===== config.mk =====
export PLATFORM = sky130hd
export DESIGN_NAME = serial_word_deser_flat
export DESIGN_NICKNAME = d
export VERILOG_FILES = /design/src/rtl/serial_word_deser_if.sv /design/src/rtl/serial_word_deser.sv /design/src/flat_wrapper.sv
export SDC_FILE = /design/constraint.sdc
export NUM_CORES = 1
export LEC_CHECK = 0
export BUFFER_PORTS_ARGS = -buffer_cell sky130_fd_sc_hd__clkbuf_2
export CORE_MARGIN = 5
export CORE_UTILIZATION = 46
export DETAILED_ROUTE_END_ITERATION = 10
export PLACE_DENSITY = 0.75
export SYNTH_ARGS = -nofsm -noshare
export SYNTH_HDL_FRONTEND = slang
export SYNTH_SLANG_ARGS = --single-unit
export TNS_END_PERCENT = 100

===== constraint.sdc =====
create_clock -name clk_i -period 1.4 [get_ports clk_i]
set_input_delay 0.07 -clock clk_i [delete_from_list [all_inputs] [get_ports clk_i]]
set_output_delay 0.07 -clock clk_i [all_outputs]
set_load 0.01 [all_outputs]

===== src/rtl/serial_word_deser_if.sv =====
// Bundles the serial bit input, the word valid/ready output and the status signals
// of serial_word_deser.
interface serial_word_deser_if #(
  parameter int unsigned Width = 8
) ();
  localparam int unsigned CntW = (Width > 1) ? $clog2(Width) : 1;

  logic            bit_in;
  logic            bit_valid;
  logic [Width-1:0] word_out;
  logic            word_valid;
  logic            word_ready;
  logic [CntW-1:0] bit_cnt;
  logic            overrun;

  // Producer of bits and consumer of words.
  modport master (
    output bit_in,
    output bit_valid,
    output word_ready,
    input  word_out,
    input  word_valid,
    input  bit_cnt,
    input  overrun
  );

  // The deserializer itself.
  modport slave (
    input  bit_in,
    input  bit_valid,
    input  word_ready,
    output word_out,
    output word_valid,
    output bit_cnt,
    output overrun
  );
endinterface


===== src/rtl/serial_word_deser.sv =====
// Serial-to-parallel deserializer with a one-word holding register on a valid/ready
// output and a sticky overrun flag for words dropped under backpressure.
module serial_word_deser #(
  parameter int unsigned Width    = 8,
  parameter bit          MsbFirst = 1'b1
) (
  input logic                 clk_i,
  input logic                 rst_ni,
  serial_word_deser_if.slave  bus_io
);
  localparam int unsigned CntW = (Width > 1) ? $clog2(Width) : 1;

  logic [Width-1:0] shift_q, shift_d;
  logic [CntW-1:0]  cnt_q, cnt_d;
  logic [Width-1:0] word_q, word_d;
  logic             valid_q, valid_d;
  logic             overrun_q, overrun_d;

  logic             complete;
  logic             accept;
  logic [Width-1:0] shifted;

  // Collector never stalls; the shifted value doubles as the completed word.
  always_comb begin
    shifted  = shift_q;
    shift_d  = shift_q;
    cnt_d    = cnt_q;
    complete = 1'b0;
    if (MsbFirst) begin
      shifted = {shift_q[Width-2:0], bus_io.bit_in};
    end else begin
      shifted = {bus_io.bit_in, shift_q[Width-1:1]};
    end
    if (bus_io.bit_valid) begin
      shift_d = shifted;
      if (cnt_q == CntW'(Width - 1)) begin
        complete = 1'b1;
        cnt_d    = '0;
      end else begin
        cnt_d = cnt_q + CntW'(1);
      end
    end
  end

  always_comb begin
    accept    = valid_q & bus_io.word_ready;
    word_d    = word_q;
    valid_d   = valid_q;
    overrun_d = overrun_q;
    if (complete) begin
      if (!valid_q || accept) begin
        word_d  = shifted;
        valid_d = 1'b1;
      end else begin
        overrun_d = 1'b1;
      end
    end else if (accept) begin
      valid_d = 1'b0;
    end
  end

  always_ff @(posedge clk_i or negedge rst_ni) begin
    if (!rst_ni) begin
      shift_q   <= '0;
      cnt_q     <= '0;
      word_q    <= '0;
      valid_q   <= 1'b0;
      overrun_q <= 1'b0;
    end else begin
      shift_q   <= shift_d;
      cnt_q     <= cnt_d;
      word_q    <= word_d;
      valid_q   <= valid_d;
      overrun_q <= overrun_d;
    end
  end

  assign bus_io.word_out   = word_q;
  assign bus_io.word_valid = valid_q;
  assign bus_io.bit_cnt    = cnt_q;
  assign bus_io.overrun    = overrun_q;
endmodule


===== src/flat_wrapper.sv =====
// flat-port wrapper written by rule: the top's interface ports become plain ports
module serial_word_deser_flat 
#(
  parameter int unsigned Width    = 8,
  parameter bit          MsbFirst = 1'b1
)
  (clk_i, rst_ni, bus_io_bit_in, bus_io_bit_valid, bus_io_word_ready, bus_io_word_out, bus_io_word_valid, bus_io_bit_cnt, bus_io_overrun);
  serial_word_deser_if #(.Width(Width)) bus_io_i ();
  input logic clk_i;
  input logic rst_ni;
  input wire logic [$bits(bus_io_i.bit_in)-1:0] bus_io_bit_in;
  input wire logic [$bits(bus_io_i.bit_valid)-1:0] bus_io_bit_valid;
  input wire logic [$bits(bus_io_i.word_ready)-1:0] bus_io_word_ready;
  output wire logic [$bits(bus_io_i.word_out)-1:0] bus_io_word_out;
  output wire logic [$bits(bus_io_i.word_valid)-1:0] bus_io_word_valid;
  output wire logic [$bits(bus_io_i.bit_cnt)-1:0] bus_io_bit_cnt;
  output wire logic [$bits(bus_io_i.overrun)-1:0] bus_io_overrun;
  assign bus_io_i.bit_in = bus_io_bit_in;
  assign bus_io_i.bit_valid = bus_io_bit_valid;
  assign bus_io_i.word_ready = bus_io_word_ready;
  assign bus_io_word_out = bus_io_i.word_out;
  assign bus_io_word_valid = bus_io_i.word_valid;
  assign bus_io_bit_cnt = bus_io_i.bit_cnt;
  assign bus_io_overrun = bus_io_i.overrun;
  serial_word_deser #(.Width(Width), .MsbFirst(MsbFirst)) u_core (.clk_i(clk_i), .rst_ni(rst_ni), .bus_io(bus_io_i));
endmodule

## After elaboration in Yosys (flattened, before gate mapping)

Index checks and enable logic that the tools add are counted.

| word-level totals | value |
|---|---|
| register bits | 20 |
| input port bits | 5 |
| output and inout port bits | 13 |
| word-level logic and storage cells | 22 |

| operators by class | value |
|---|---|
| add/sub/neg operators | 1 |
| equal/unequal tests | 2 |
| mux-type cells | 6 |
| bitwise gates (word level) | 2 |
| reduce and logical (&&, ||, !) cells | 6 |

Operator list:

| kind | number |
|---|---|
| 2-bit AND reduction | 3 |
| 1-bit 2-to-1 mux | 5 |
| 3-bit by 1-bit adder with 3-bit output (second input constant) | 1 |
| 3-bit equality test (second input constant) | 1 |
| 3-bit 2-to-1 mux | 1 |
| 2-bit != test (second input constant) | 1 |
| 2-bit nonzero test | 1 |
| 1-bit AND | 1 |
| 1-bit zero test | 1 |
| 1-bit logical OR | 1 |
| 1-bit inverter | 1 |

## Logic depth before layout (Yosys ltp)

| logic depth | value |
|---|---|
| depth in word-level cells | 5 |
| depth in mapped cells | 6 |
| depth with buffers taken out | 5 |

## Worst setup path before layout

OpenSTA, ideal clock, no wires.

| path | value |
|---|---|
| path kind | register -> register |
| from | register u_core.cnt_q[0] (netlist: u_core.bus_io.bit_cnt[0]) |
| to | register u_core.word_q[0] (netlist: u_core.bus_io.word_out[0]) |
| library setup time | 0.125 ns |
| arrival | 1.372 ns |
| setup slack | -0.097 ns |
| stages on the path, launching flop included | 7 |
| cell sequence | dfrtp_1 ha_1 ha_1 nand2_2 nor2b_4 buf_6 mux2_4 |

| between the ends | value |
|---|---|
| longest elaborated chain between the ends | 4 |

RTL lines:

| what | RTL line | text |
|---|---|---|
| start: declaration | serial_word_deser.sv:14 | `logic [CntW-1:0] cnt_q, cnt_d;` |
| start signal: assignment | serial_word_deser.sv:71 | `cnt_q <= cnt_d;` |
| 3-bit equality test | serial_word_deser.sv:36 | `if (cnt_q == CntW'(Width - 1)) begin` |
| 1-bit 2-to-1 mux | serial_word_deser.sv:36 |  |
| 1-bit 2-to-1 mux | serial_word_deser.sv:34 | `if (bus_io.bit_valid) begin` |
| 2-bit AND reduction (no line) | - |  |
| end signal: assignment | serial_word_deser.sv:72 | `word_q <= word_d;` |
| end: declaration | serial_word_deser.sv:15 | `logic [Width-1:0] word_q, word_d;` |

Every way passes these cells.
A chain may end at the register's enable or synchronous reset.

## Worst setup path after layout

| path | value |
|---|---|
| from | register u_core.cnt_q[0] (netlist: u_core.bus_io.bit_cnt[0]) |
| to | register u_core.word_q[7] (netlist: u_core.bus_io.word_out[7]) |

The elaborated chain is that of the path after synthesis.

==> metrics.cfg <==
[status]
status=complete, but fails checks
violations=negative setup slack

[min_path]
whs_endpoint=u_core.bus_io.word_out[0]$_DFFE_PN0P_
hold_class=input pin to flop
holdPathStages=2
worstHoldStart=bus_io_bit_in

[global_route]
antenna_found_initial=0
grt_first_pass_wirelength_mm=2.21
track_usage=0.116
grt_max_degree=21
grt-ovfl-total=0
grt_pass1_vias=506

[worst_setup_path]
cp_max_fo=8
crit_arrival_ns=1.62
rr_endpoint=u_core.bus_io.word_out[7]$_DFFE_PN0P_
crit_slowest_cell=dfrtp_1
slowest_delay_ns=0.38
r2r_slack_ns=-0.02
worstPathRequired_ns=1.60
r2r-start=u_core.bus_io.bit_cnt[0]$_DFFE_PN0P_
path_class=flop to flop
r2r_cells=6
path_cells=ha_2 -> ha_4 -> nand2_4 -> nor2b_4 -> buf_12 -> mux2_4
end_kind=flop
worstSetupStartpointType=flop

[layout]
drive_gt1_frac=0.662
multi_input_comb_area_um2=328
seqCellArea_um2=500
nets=82
layout_common_cells=dfrtp_1, clkbuf_2, mux2_2, mux2_4, buf_4
finalInstanceArea_um2=1060
fill_cells=141
diodes=0
final_common_cell=dfrtp_1
synthToLayoutAreaGrowth_pct=29.1

[placed_design]
placed_area_um2=995
gp_congestion=0.645
hpwlAfterDp_um=927
portBuffers=17

[routing]
drtPass1Iterations=4
dr.first_iter.drc_count=7
wl_per_cell_um=12.8
drtAntennaViolNets=0
viasPerCell=4.66
wl_mm=1.27
dr_total_vias=461
drc=0

[floorplan]
fp.dieH_um=52.3
die_area_um2=2740
core_region_area_um2=1710
dieWidth_um=52.3
initial_utilization=0.483
io_pins=18
rows=15

[clocking]
cts_tree=yes
cts_root_buf=clkbuf_4
post_cts_resized=0
clkTransAtPathRegs_ns=0.12
clock_latency_ns=0.31
clock_path_buffers=2
cts.htree.levels=1
cts-buffers-inserted=3
clkSinkCount=20

[timing]
timing.slew.headroom=0.685
fin_crit_ns=1.42
setup_tns_ns=-0.131
fin_skew_ns=0.0117
hold_violations=0
drv_slew=0
hold_slack_ns=0.0108
setup_slack_ns=-0.0233
rsz0062_at_grt=true
post-route-period-util=1.02
setup_viol=8
worst_pin_slew_ns=0.472
maxClockFrequency_ghz=0.703

[power]
vdd_drop_max_mv=0.893
powerDensity_nw_per_um2=2030
leakage_nw=0.527

[logic_synthesis]
synth_area_um2=825
yosysTopAreaCell=dfrtp_1
ys_warn_count=0
ys_ff_latch=20
netlist_instances=48
synth_top_area_frac=0.607
synth_area_leaders=dfrtp_1, mux2_4, mux2_2, ha_1, nand2b_4
synth_cell_types=13
ys_seq_area_frac=0.607
synth_fp_nets=55
syn-mean-instance-area_um2=17.2

[run]
max_cap_violations=0

-- layer usage --
metal	vias to the layer above	global-route usage	wire [µm]
met2	14	0.196	611
met4	0	0.0766	16
met3	2	0.0342	79
met1	224	0.123	558
li1	221	-	-
met5	-	0	0
-- worst max-delay path by stage --
| stage | startpoint | slack [ns] | cells past startpoint | to |
|---|---|---|---|---|
| final | u_core.bus_io.bit_cnt[0]$_DFFE_PN0P_ | -0.02 | 6 | u_core.bus_io.word_out[7]$_DFFE_PN0P_ |
| after global routing | u_core.bus_io.bit_cnt[1]$_DFFE_PN0P_ | -0.09 | 6 | u_core.bus_io.word_out[4]$_DFFE_PN0P_ |
| after CTS | u_core.bus_io.bit_cnt[0]$_DFFE_PN0P_ | -0.03 | 6 | u_core.bus_io.word_out[5]$_DFFE_PN0P_ |
| after detailed placement | u_core.bus_io.bit_cnt[1]$_DFFE_PN0P_ | -0.01 | 6 | u_core.bus_io.word_out[3]$_DFFE_PN0P_ |
| after global placement | u_core.bus_io.bit_cnt[0]$_DFFE_PN0P_ | 0.005 | 6 | u_core.bus_io.word_out[3]$_DFFE_PN0P_ |
| after floorplan | u_core.bus_io.bit_cnt[0]$_DFFE_PN0P_ | -0.06 | 6 | u_core.bus_io.word_out[0]$_DFFE_PN0P_ |
-- critical path: cells and delay by family (launching register included) --
family / cells / cell delay, ns
flops: 1 / 0.38
fa+ha+maj: 2 / 0.34
mux: 1 / 0.29
simple gates: 2 / 0.17
buf+inv: 1 / 0.14
-- synth_stat cells --
master and count:
o21bai_1 1, nand2_1 1, buf_6 1, buf_2 1, mux2_4 8, ha_1 2
mux2i_1 1, nor2b_4 1, dfrtp_1 20, nand2b_4 1, mux2_2 9, nand2_2 1
nand2b_1 1
-- area by class of cell --
| type | instances | share of cell area |
|---|---|---|
| well taps | 25 | 0.0294 |
| clock inverters | 1 | 0.0282 |
| flip-flops and latches | 20 | 0.470 |
| clock buffers | 3 | 0.0212 |
| repair buffers | 24 | 0.143 |
| multi-input cells | 26 | 0.308 |
-- stage by stage --
stage,util,setup slack (ns),std cells,power [W]
CTS,0.623,-0.0336,99,0.00220
detailed placement,0.582,-0.00973,93,0.00172
global route,0.623,-0.0889,99,0.00231
global placement,0.582,0.00453,93,0.00169
finish,0.623,-0.0233,99,0.00216
floorplan,-,-0.0596,48,0.00140
-- sequential cells by signal (all words and copies together) (netlist names) --
register / cells
u_core.shift_q: 7
u_core.bus_io.bit_cnt: 3
u_core.bus_io.word_valid: 1
u_core.bus_io.word_out: 8
u_core.bus_io.overrun: 1
-- cell families (layout without fill, tap and decap cells) --
kind of cell	count (synthesis)	count (layout)	share of synthesized area
adders and majority gates	2	2	0.0303
and+or+nand+nor	5	5	0.0531
muxes	18	18	0.281
buffers and inverters	2	28	0.0197
DFF	20	20	0.607
AOI/OAI and AO/OA	1	1	0.00911
-- power breakdown --
part           switching [W]  internal [W]  leakage (nW)
Clock               0.000178      0.000290        0.0279
Combinational       0.000289      0.000470         0.257
Sequential          0.000139      0.000794         0.242
Total               0.000607       0.00155         0.527
-- repair_timing --
| item | CTS | global route |
|---|---|---|
| endpoints found under the setup margin | 8 | 8 |
| cloned | 0 | 0 |
| hold endpoints to repair | 20 | 0 |
| buffers inserted | 1 | 0 |
| pin swaps | 1 | 0 |
| hold buffers | 1 | 0 |
Power figures use the tool's default switching activity.
